--- config.mk ---
export PLATFORM = sky130hd
export DESIGN_NAME = row_clear_sequencer_flat
export DESIGN_NICKNAME = d
export VERILOG_FILES = /design/src/rtl/row_clear_sequencer_if.sv /design/src/rtl/row_clear_sequencer.sv /design/src/flat_wrapper.sv
export SDC_FILE = /design/constraint.sdc
export NUM_CORES = 1
export LEC_CHECK = 0
export BUFFER_PORTS_ARGS = -buffer_cell sky130_fd_sc_hd__buf_2
export CORE_MARGIN = 2
export CORE_UTILIZATION = 51
export DETAILED_ROUTE_END_ITERATION = 7
export PLACE_DENSITY = 0.73
export SYNTH_ARGS = -nofsm -noshare
export SYNTH_HDL_FRONTEND = slang
export SYNTH_SLANG_ARGS = --single-unit
export TNS_END_PERCENT = 30
--- constraint.sdc ---
create_clock -name clk -period 2.85 [get_ports clk]
set_clock_uncertainty 0.05 [all_clocks]
set_input_delay 0.285 -clock clk [delete_from_list [all_inputs] [get_ports clk]]
set_output_delay 0.285 -clock clk [all_outputs]
set_load 0.05 [all_outputs]
--- src/rtl/row_clear_sequencer_if.sv ---
// row_clear_sequencer_if: game-flow and board-datapath handshake for the row clear sequencer
interface row_clear_sequencer_if #(
    parameter int ROWS    = 22,
    parameter int LINES_W = 16,
    parameter int SCORE_W = 24
);
    logic               start;
    logic               new_game;
    logic [ROWS-1:0]    full_rows;
    logic [ROWS-1:0]    shift_row;
    logic               shift_en;
    logic               busy;
    logic               done;
    logic [4:0]         burst;
    logic [LINES_W-1:0] lines_total;
    logic [SCORE_W-1:0] score;
    modport master (
        output start, new_game, full_rows,
        input  shift_row, shift_en, busy, done, burst, lines_total, score
    );
    modport slave (
        input  start, new_game, full_rows,
        output shift_row, shift_en, busy, done, burst, lines_total, score
    );
endinterface

--- src/rtl/row_clear_sequencer.sv ---
// row_clear_sequencer: removes snapshotted full rows bottom-first, paced shifts, keeps line/score totals
module row_clear_sequencer #(
    parameter int ROWS       = 22,
    parameter int STEP_DELAY = 300,
    parameter int LINES_W    = 16,
    parameter int SCORE_W    = 24
) (
    input logic clk,
    input logic reset,
    row_clear_sequencer_if.slave bus
);
    localparam int CW = $clog2(STEP_DELAY + 1);
    typedef enum logic [2:0] {IDLE, SCAN, SHIFT, WAIT, DONE} state_t;
    state_t             state, state_nx;
    logic [ROWS-1:0]    mask;
    logic [ROWS-1:0]    bottom;
    logic [CW-1:0]      cnt;
    logic [4:0]         pass;
    logic [10:0]        pts;
    logic [LINES_W:0]   lines_sum;
    logic [SCORE_W:0]   score_sum;
    logic               shift_en_nx, busy_nx, done_nx;
    always_ff @(posedge clk or negedge reset) begin
        if (!reset) state <= IDLE;
        else        state <= state_nx;
    end
    always_comb begin
        state_nx = state;
        case (state)
            IDLE:    state_nx = bus.start ? SCAN : IDLE;
            SCAN:    state_nx = |mask ? SHIFT : DONE;
            SHIFT:   state_nx = WAIT;
            WAIT:    state_nx = (cnt == CW'(STEP_DELAY - 1)) ? SCAN : WAIT;
            default: state_nx = IDLE;
        endcase
    end
    // Outputs are decoded from the next state so they can be registered without adding latency.
    always_comb begin
        bottom = '0;
        for (int i = 0; i < ROWS; i++)
            if (mask[i]) begin
                bottom    = '0;
                bottom[i] = 1'b1;
            end
        shift_en_nx = state_nx == SHIFT;
        busy_nx     = state_nx != IDLE;
        done_nx     = state_nx == DONE;
        pts = pass == 5'd0 ? 11'd0 : pass == 5'd1 ? 11'd40 : pass == 5'd2 ? 11'd100 :
              pass == 5'd3 ? 11'd300 : 11'd1200;
        lines_sum = {1'b0, bus.lines_total} + (LINES_W + 1)'(pass);
        score_sum = {1'b0, bus.score} + (SCORE_W + 1)'(pts);
    end
    always_ff @(posedge clk or negedge reset) begin
        if (!reset) begin
            mask            <= '0;
            cnt             <= '0;
            pass            <= '0;
            bus.shift_row   <= '0;
            bus.shift_en    <= 1'b0;
            bus.busy        <= 1'b0;
            bus.done        <= 1'b0;
            bus.burst       <= '0;
            bus.lines_total <= '0;
            bus.score       <= '0;
        end else begin
            bus.shift_en  <= shift_en_nx;
            bus.shift_row <= shift_en_nx ? bottom : '0;
            bus.busy      <= busy_nx;
            bus.done      <= done_nx;
            cnt           <= (state == WAIT) ? cnt + 1'b1 : '0;
            if (state == IDLE && bus.start) begin
                mask <= bus.full_rows;
                pass <= '0;
            end
            if (state == IDLE && !bus.start && bus.new_game) begin
                bus.lines_total <= '0;
                bus.score       <= '0;
            end
            // Rows above the removed one slide down, so the snapshot shifts toward the bottom too.
            if (state == SHIFT) begin
                mask <= (mask & ~bus.shift_row) << 1;
                pass <= pass + 1'b1;
            end
            if (state == DONE) begin
                bus.burst       <= pass;
                bus.lines_total <= lines_sum[LINES_W] ? '1 : lines_sum[LINES_W-1:0];
                bus.score       <= score_sum[SCORE_W] ? '1 : score_sum[SCORE_W-1:0];
            end
        end
    end
endmodule

--- src/flat_wrapper.sv ---
// flat-port wrapper written by rule: the top's interface ports become plain ports
module row_clear_sequencer_flat 
#(
    parameter int ROWS       = 22,
    parameter int STEP_DELAY = 300,
    parameter int LINES_W    = 16,
    parameter int SCORE_W    = 24
)
  (clk, reset, bus_start, bus_new_game, bus_full_rows, bus_shift_row, bus_shift_en, bus_busy, bus_done, bus_burst, bus_lines_total, bus_score);
  row_clear_sequencer_if #(.ROWS(ROWS), .LINES_W(LINES_W), .SCORE_W(SCORE_W)) bus_i ();
  input logic clk;
  input logic reset;
  input wire logic [$bits(bus_i.start)-1:0] bus_start;
  input wire logic [$bits(bus_i.new_game)-1:0] bus_new_game;
  input wire logic [$bits(bus_i.full_rows)-1:0] bus_full_rows;
  output wire logic [$bits(bus_i.shift_row)-1:0] bus_shift_row;
  output wire logic [$bits(bus_i.shift_en)-1:0] bus_shift_en;
  output wire logic [$bits(bus_i.busy)-1:0] bus_busy;
  output wire logic [$bits(bus_i.done)-1:0] bus_done;
  output wire logic [$bits(bus_i.burst)-1:0] bus_burst;
  output wire logic [$bits(bus_i.lines_total)-1:0] bus_lines_total;
  output wire logic [$bits(bus_i.score)-1:0] bus_score;
  assign bus_i.start = bus_start;
  assign bus_i.new_game = bus_new_game;
  assign bus_i.full_rows = bus_full_rows;
  assign bus_shift_row = bus_i.shift_row;
  assign bus_shift_en = bus_i.shift_en;
  assign bus_busy = bus_i.busy;
  assign bus_done = bus_i.done;
  assign bus_burst = bus_i.burst;
  assign bus_lines_total = bus_i.lines_total;
  assign bus_score = bus_i.score;
  row_clear_sequencer #(.ROWS(ROWS), .STEP_DELAY(STEP_DELAY), .LINES_W(LINES_W), .SCORE_W(SCORE_W)) u_core (.clk(clk), .reset(reset), .bus(bus_i));
endmodule
-- Word level (Yosys, flattened, before mapping)
Cells that the tools add are included.
- register bits after elaboration: 109
- latch bits: 0
- RAM bits: 0
- memory bits (read-only): 0
- word-level logic and storage cells: 79
- memories: 0
- $add $sub $neg: 4
- multiply operators: 0
- div/mod/pow operators: 0
- order comparisons: 0
- equal/unequal tests: 10
- shifts and indexed selects: 0
- mux-type cells: 42
- bitwise operators: 2
- reduce and logical (&&, ||, !) cells: 10
- operators with widths (cell ; number):
    2-to-1 mux 22 bit ; 4
    2-to-1 mux 24 bit ; 3
    2-to-1 mux 16 bit ; 4
    2-to-1 mux 11 bit ; 5
    adder 24 x 11 -> 25 bit ; 1
    OR reduction 22 bit ; 1
    AND 21 bit ; 1
    2-to-1 mux 21 bit ; 1
    inverter 21 bit ; 1
    2-to-1 mux 20 bit ; 1
    2-to-1 mux 19 bit ; 1
    2-to-1 mux 18 bit ; 1
    2-to-1 mux 9 bit ; 2
    adder 16 x 5 -> 17 bit ; 1
    2-to-1 mux 17 bit ; 1
    2-to-1 mux 15 bit ; 1
    2-to-1 mux 5 bit ; 3
    2-to-1 mux 14 bit ; 1
    2-to-1 mux 13 bit ; 1
    2-to-1 mux 12 bit ; 1
    case mux 3 bit (4 select lines) ; 1
    == test 5 x 2 -> 1 bit, second input constant ; 2
    2-to-1 mux 10 bit ; 1
    adder 9 x 1 -> 9 bit, second input constant ; 1
    other kinds (19) ; 28

-- Logic depth before layout (Yosys ltp)
Gate-level depths: netlist of run 1.
- word-level depth: 23
- mapped depth: 15
- gate-level depth less buffers: 13

-- Worst setup path after synthesis of run 1
No wires, ideal clock.
- path type: register to register
- start: register u_core.pass[2]
- end: register u_core.bus.score[21]
- setup time: 0.090 ns
- arrival: 2.961 ns
- path slack: -0.251 ns
- stages on the path, launching flop included: 15
- clock period less this slack: 3.101 ns
- path through: dfrtp_1 or3_1 or3_1 nor2_1 ha_1 inv_1 fa_1 nor2b_1 o21bai_1 a21oi_2 o21ai_2 or2_1 buf_2 buf_2 o211ai_1
- word-level cells in the longest chain between the ends: 8
- RTL lines (what ; RTL line ; text):
    start, declared ; row_clear_sequencer.sv:18 ; logic [4:0] pass;
    start signal, assigned ; row_clear_sequencer.sv:82 ; pass <= pass + 1'b1;
    == test 5 x 2 -> 1 bit ; row_clear_sequencer.sv:49 ; pass == 5'd3 ? 11'd300 : 11'd1200;
    2-to-1 mux 11 bit ; row_clear_sequencer.sv:49 ;
    2-to-1 mux 11 bit (2 in a row) ; row_clear_sequencer.sv:48 ; pts = pass == 5'd0 ? 11'd0 : pass == 5'd1 ? 11'd40 : pass == 5'd2 ? 11'd100 :
    2-to-1 mux 11 bit (*) ; row_clear_sequencer.sv:48 ;
    adder 24 x 11 -> 25 bit (*) ; row_clear_sequencer.sv:51 ; score_sum = {1'b0, bus.score} + (SCORE_W + 1)'(pts);
    2-to-1 mux 24 bit (*) ; row_clear_sequencer.sv:87 ; bus.score <= score_sum[SCORE_W] ? '1 : score_sum[SCORE_W-1:0];
    2-to-1 mux 24 bit (*) ; row_clear_sequencer.sv:84 ; if (state == DONE) begin
    end signal, assigned ; row_clear_sequencer.sv:87 ;
    end, declared ; row_clear_sequencer_if.sv:23 ; output shift_row, shift_en, busy, done, burst, lines_total, score
Every way passes the cells marked *; elsewhere a longest branch is shown, timed or not.
A chain may end at the register's enable or synchronous reset.

-- Final worst setup path of run 1
- start: register u_core.pass[2]
- end: register u_core.bus.score[10]
The elaborated chain is that of the path after synthesis.

==> reports/metrics.cfg, run 1 <==
[status]
status = complete, but fails checks
violations = negative setup slack

[yosys]
ys_types = 66
ys_top_cells_by_area = dfrtp_1, nand2_1, ha_1, o21ai_0, a21oi_1
synth_top_area_frac = 0.482
ys_seq_area_frac = 0.482
synth-edff-count = 0
yosys_most_used_dff = dfrtp_1
synth_area_mm2 = 0.00561
synth-async-reset-ratio = 1.00
synth_area_leader_cell = dfrtp_1
synthCells = 581
ys_ff_latch = 108
synth_nets = 627
syn_avg_cell_area_um2 = 9.65
synth_warnings = 0

[floorplan]
ios = 96
die_w_um = 109
die_area_mm2 = 0.0118
coreArea_mm2 = 0.0108
die_y_um = 109
rows = 38
start_util = 0.519

[global_routing]
grt_pass1_wl_um = 22700
groute.usage.overall = 0.242
grt_overflow = 0
grt_max_degree = 59
grt_pass1_vias = 4719
antenna_found_initial = 0

[pwr]
pwr-share-seq = 0.359
leakagePower_nw = 3.28
power.internal_w = 0.00359
irDropWorstVdd_mv = 0.639
power.density_mw_per_mm2 = 900
p_sw_w = 0.00267
p_sw_frac = 0.427
power_frac_comb = 0.483
pwr-share-clk = 0.158

[routing]
drc = 0
vias = 5010
routed_wl_um = 14200
ant_nets = 0
drtIter0Drc = 268
wl_per_cell_um = 16.5
post_drt_via_cell_ratio = 5.85
dr.pass1.iters = 5

[worst_hold_path]
min_from = bus_full_rows[15]
hold_end = u_core.mask[15]
hp-class = in2reg
hold_path_depth = 3

[finish]
fin_cells = 857
final_core_util = 0.645
areaGrowthSynthToFinish_pct = 24.2
nNetsFinal = 758
diodes = 0
drive_gt1_frac = 0.300

[timing]
fmaxAchievable_ghz = 0.327
finalHoldViolations = 0
min_period_ps = 3060
relSlewSlack = 0.493
finalSetupViolCount = 23
slew_viol_final = 0
finalCritPeriodShare = 1.07
worstMarginPinSlew_ps = 761
fin_ws_ps = -211
rsz0062_at_grt = true

[placement]
port_buffers = 95
dp_hpwl_um = 9810
place.gp.congestion = 0.880
dp.cells = 828
dp_slack_ps = -328

[clock_network]
cts_root_buffer = clkbuf_8
cts_sinks = 108
cts_buffers = 9
clk_latency_ps = 380
clkTransAtPathRegs_ps = 110
cts_buffer_depth = 2
htreeDepth = 3
cts_tree = done

[worst_setup_path]
crit_family = simple AND/OR/NAND/NOR gates
path_cells = or3_4, or3_4, nor2_2, ha_2, inv_2, fa_2, nor2b_4, o21bai_4, buf_4, a21boi_0, o21ai_0, xor2_1, o211ai_1
crit_path_start_kind = register
critPathRequiredTime_ps = 3100
critPathMaxStageDelay_ps = 410
slowest_stage = dfrtp_1
path_class = reg2reg
r2r_start = u_core.pass[2]
cp-end-kind = register
r2r_end = u_core.bus.score[10]
cp_max_fo = 2
cp_num_buf_inv = 2
ff2ff_path_depth = 13
critPathArrivalTime_ps = 3310
r2r_slack_ps = -210
cpMostUsedCell = or3_4

[flow_run]
cap_violations = 0

[worst max-delay path by stage]
stage,start,to,slack (ps),depth (start not counted)
after floorplan,u_core.pass[3],u_core.bus.score[18],-160,12
after detailed placement,u_core.pass[0],u_core.bus.score[18],-330,13
final,u_core.pass[2],u_core.bus.score[10],-210,13
after CTS,u_core.pass[2],u_core.bus.score[18],-120,12
after global placement,u_core.pass[4],u_core.bus.score[18],-220,12
after global routing,u_core.pass[2],u_core.bus.score[6],-300,16
[cell usage after synthesis (all sizes together) (3+ instances only)]
cell / n
a211oi: 8
a21o: 5
a21oi: 41
and2: 4
and3: 14
buf: 6
clkbuf: 19
dfrtp: 108
ha: 18
inv: 15
mux2: 3
mux2i: 3
nand2: 70
nand2b: 4
nand3: 39
nand4: 9
nand4b: 3
nor2: 32
nor2b: 3
nor3: 20
nor3b: 21
nor4: 5
nor4b: 3
o211ai: 19
o21a: 5
o21ai: 46
o21bai: 3
o311ai: 3
o31a: 4
or2: 3
or3: 12
or4: 4
xnor2: 5
xor2: 7
[metrics by stage]
stage	TNS (ps)	total power [W]	hold slack [ps]	cell area (um^2)
after CTS	-1310	0.00608	124	6860
final	-2750	0.00626	136	6960
after floorplan	-1650	0.00399	-60.6	5630
after global routing	-4940	0.00666	129	6960
after detailed placement	-4190	0.00485	357	6470
after global placement	-2540	0.00472	355	6470
[flip-flops by register name, summed over array words and instances, names as in the netlist]
register	flops
u_core.mask	22
u_core.bus.busy	1
u_core.bus.score	23
u_core.pass	5
u_core.bus.shift_row	22
u_core.bus.burst	5
u_core.bus.shift_en	1
u_core.bus.done	1
u_core.cnt	9
u_core.bus.lines_total	16
u_core.state	3
[tightest hold or removal path: cells and delay by family]
kind / cells / cell delay, ps
buffers and inverters: 1 / 80
AOI/OAI and AO/OA: 2 / 160
[final cells by class]
type	count	area [um^2]
inverter	15	56.3
sequential	108	2700
tap	140	175
multi-input combinational	433	2930
timing repair buffer	145	888
clock inverter	7	82.6
fill	889	3830
clock buffer	9	124
[metal layers]
layer / up-vias / part of all wire / GRT usage
li1: 2370 / - / -
met1: 2424 / 0.41 / 0.300
met2: 177 / 0.50 / 0.414
met3: 39 / 0.068 / 0.0616
met4: 0 / 0.025 / 0.0806
met5: - / 0 / 0
[cells by family (layout without fill, tap and decap cells)]
group | count (synthesis) | in the layout | share of synthesized area
and+or+nand+nor | 249 | 249 | 0.250
adders and majority gates | 20 | 20 | 0.0473
AOI/OAI and AO/OA | 146 | 146 | 0.162
muxes | 6 | 6 | 0.0121
DFF | 108 | 108 | 0.482
buffers and inverters | 40 | 176 | 0.0286
xor gates and xnor gates | 12 | 12 | 0.0187
[placed cells by master, fill, tap and decap left out, drive strengths merged, types with 2 or more instances in the layout]
cell and n:
o31a 4, a21oi 41, inv 18, nand2b 4, a211o 2, o211ai 19
nor3b 21, nand3 39, nor2b 3, dfrtp 108, nor3 20, o311ai 3
a21o 5, mux2i 3, o21bai 3, nor2 32, and3 14, clkinv 2
xor2 7, nand2 70, and4b 2, xnor2 5, fa 2, mux2 3
nor4 5, nand4 9, a211oi 8, and2 4, or4 4, or2 3
nor4b 3, o21a 5, buf 144, or3 12, clkbuf 9, nand4b 3
o21ai 46, ha 18
[power groups by stage]
stage | Sequential [W] | Combinational (W) | Clock, W
after floorplan | 0.00256 | 0.00143 | 0
after global placement | 0.00224 | 0.00248 | 0
after detailed placement | 0.00226 | 0.00258 | 0
after CTS | 0.00224 | 0.00283 | 0.00101
after global routing | 0.00230 | 0.00328 | 0.00108
final | 0.00225 | 0.00302 | 0.000991
[timing repair]
action,CTS,global route
pin swaps,17,9
buffers inserted,9,3
hold buffers,1,0
hold endpoints to repair,56,0
resized for setup,30,12
setup endpoints to repair,23,36
(Power assumes the default switching activity.)
==> run 2, diff against run 1 <==
- TNS_END_PERCENT: 30 -> 1
==> run 2 against run 1 <==
The flow still finishes with violations (negative setup slack). Routed wire length down 2.1%. Non-clock buffer count down 1. Via count is 1.8% lower. Final cell count fell by 0.12%. Count of clock-buffer cells in the layout stayed put. Fmax increased by 1.7%. Combinational power about the same. Sequential power hardly changed. Die area did not move. First-iteration DRC count down 18%. Hold slack worse by 4.7 ps. Clock power decreased by 6.1%.
==> reports/metrics.cfg, run 2 (synthesis gave the netlist of run 1 again) <==
[status]
status = complete, but fails checks
violations = negative setup slack

[routing]
post_drt_via_cell_ratio = 5.75
routed_wl_um = 13900
drc = 0
dr.pass1.iters = 4
drtIter0Drc = 221
ant_nets = 0
wl_per_cell_um = 16.2
vias = 4918

[finish]
largestRegisters = u_core.bus.score (23), u_core.bus.shift_row (22), u_core.mask (22)
final_common_cell = dfrtp_1
final_core_util = 0.640
diodes = 0
largest_reg_flops = 23
fill_cells = 870
final_cell_mix = dfrtp_1, buf_2, nand2_1
areaGrowthSynthToFinish_pct = 23.2
drive_gt1_frac = 0.296
regMostFlops = u_core.bus.score
nNetsFinal = 757

[worst_setup_path]
endpoint = u_core.bus.score[10]
critPathRequiredTime_ps = 3090
r2r_slack_ps = -160
critPathArrivalTime_ps = 3250
ff2ff_path_depth = 13
r2r_end = u_core.bus.score[10]
cp_max_fo = 11
cp-end-kind = register
cp-startpoint = u_core.pass[4]
r2r_start = u_core.pass[4]
path_class = reg2reg
crit_path_start_kind = register

[clock_network]
cts_sinks = 108
cts_root_buffer = clkbuf_8
cts_tree = done
cts_buffer_depth = 2
clk_latency_ps = 380
clkTransAtPathRegs_ps = 120
htreeDepth = 3
cts_buffers = 9

[timing]
fmaxAchievable_ghz = 0.332
totalNegativeSetupSlack_ps = -2440
finalSetupViolCount = 23
fin_ws_ps = -160
rsz0062_at_grt = true
finalHoldViolations = 0
slew_viol_final = 0
relSlewSlack = 0.562
min_period_ps = 3010
worstMarginPinSlew_ps = 656
finalCritPeriodShare = 1.06

[global_routing]
grt_pass1_vias = 4847
grt_pass1_wl_um = 22300
groute.usage.overall = 0.238
grt_overflow = 0
antenna_found_initial = 1
grt_max_degree = 60

[floorplan]
die_y_um = 109
die_w_um = 109
ios = 96
start_util = 0.519
coreArea_mm2 = 0.0108
rows = 38
die_area_mm2 = 0.0118

[placement]
port_buffers = 95
place.gp.congestion = 0.896
dp_hpwl_um = 9770

[pwr]
power_w = 0.00616
power.density_mw_per_mm2 = 892
leakagePower_nw = 3.26
irDropWorstVdd_mv = 0.578

[worst_hold_path]
hp-class = in2reg

[flow_run]
cap_violations = 0

[run 2: cell count changes in the layout (fill, tap and decap cells not counted), sizes merged]
cell,before,now
clkinv,2,3
bufinv,1,0
buf,144,143
[run 2: layer usage]
metal,part of all wire,track usage,vias to the layer above
met4,0.021,0.0797,2
met2,0.50,0.408,141
met3,0.052,0.0538,31
met5,0.00094,0,-
li1,-,-,2372
met1,0.43,0.296,2372
[run 2: worst max-delay path: stages, from the launching register on]
cell      delay, ps
dfrtp_1         400
or3_4           390
or3_4           350
nor2_2           90
ha_2            190
inv_2            50
fa_2            360
nor2b_4         160
o21bai_4         90
a21oi_4         170
o21ai_2         100
or2_4           290
buf_12          150
o211ai_1        100
[run 2: cell type report]
class                   count  area [um^2]  share of cell area
multi-input cells         433         2900               0.419
flip-flops and latches    108         2700               0.391
repair buffers            144          885               0.128
well taps                 140          175              0.0254
clock buffers               9          124              0.0179
clock inverters             7         67.6             0.00978
inverters                  15         56.3             0.00815
[run 2: worst min path at each step]
| stage | from | depth (start not counted) | end | slack (ps) |
|---|---|---|---|---|
| final | bus_full_rows[4] | 3 | u_core.mask[4] | 130 |
| after global routing | bus_full_rows[10] | 3 | u_core.mask[10] | 130 |
| after CTS | bus_full_rows[4] | 3 | u_core.mask[4] | 120 |
| after detailed placement | reset | 1 | u_core.bus.score[4] | 310 |
| after global placement | reset | 1 | u_core.bus.score[3] | 300 |
| after floorplan | reset | 0 | u_core.bus.burst[0] | -60 |
[run 2: power breakdown]
| group | total, W | switching, W | internal [W] |
|---|---|---|---|
| Clock | 0.000931 | 0.000592 | 0.000339 |
| Combinational | 0.00299 | 0.00168 | 0.00130 |
| Sequential | 0.00224 | 0.000397 | 0.00184 |
[run 2: per-stage QoR]
stage	hold slack, ps	setup slack (ps)	instance area, um^2	cells
2_1_floorplan	-60.6	-175	5620	581
3_3_place_gp	299	-206	6480	830
3_5_place_dp	311	-336	6480	830
4_1_cts	116	-185	6770	851
5_1_grt	132	-268	6910	856
6_report	131	-160	6910	856
[run 2: timing repair]
action / CTS / global route
hold endpoints to repair: 49 / 0
setup endpoints to repair: 23 / 29
pin swaps: 11 / 15
hold buffers: 1 / 0
setup buffers: 4 / 5
gates resized for setup: 21 / 22
gates cloned: 0 / 0
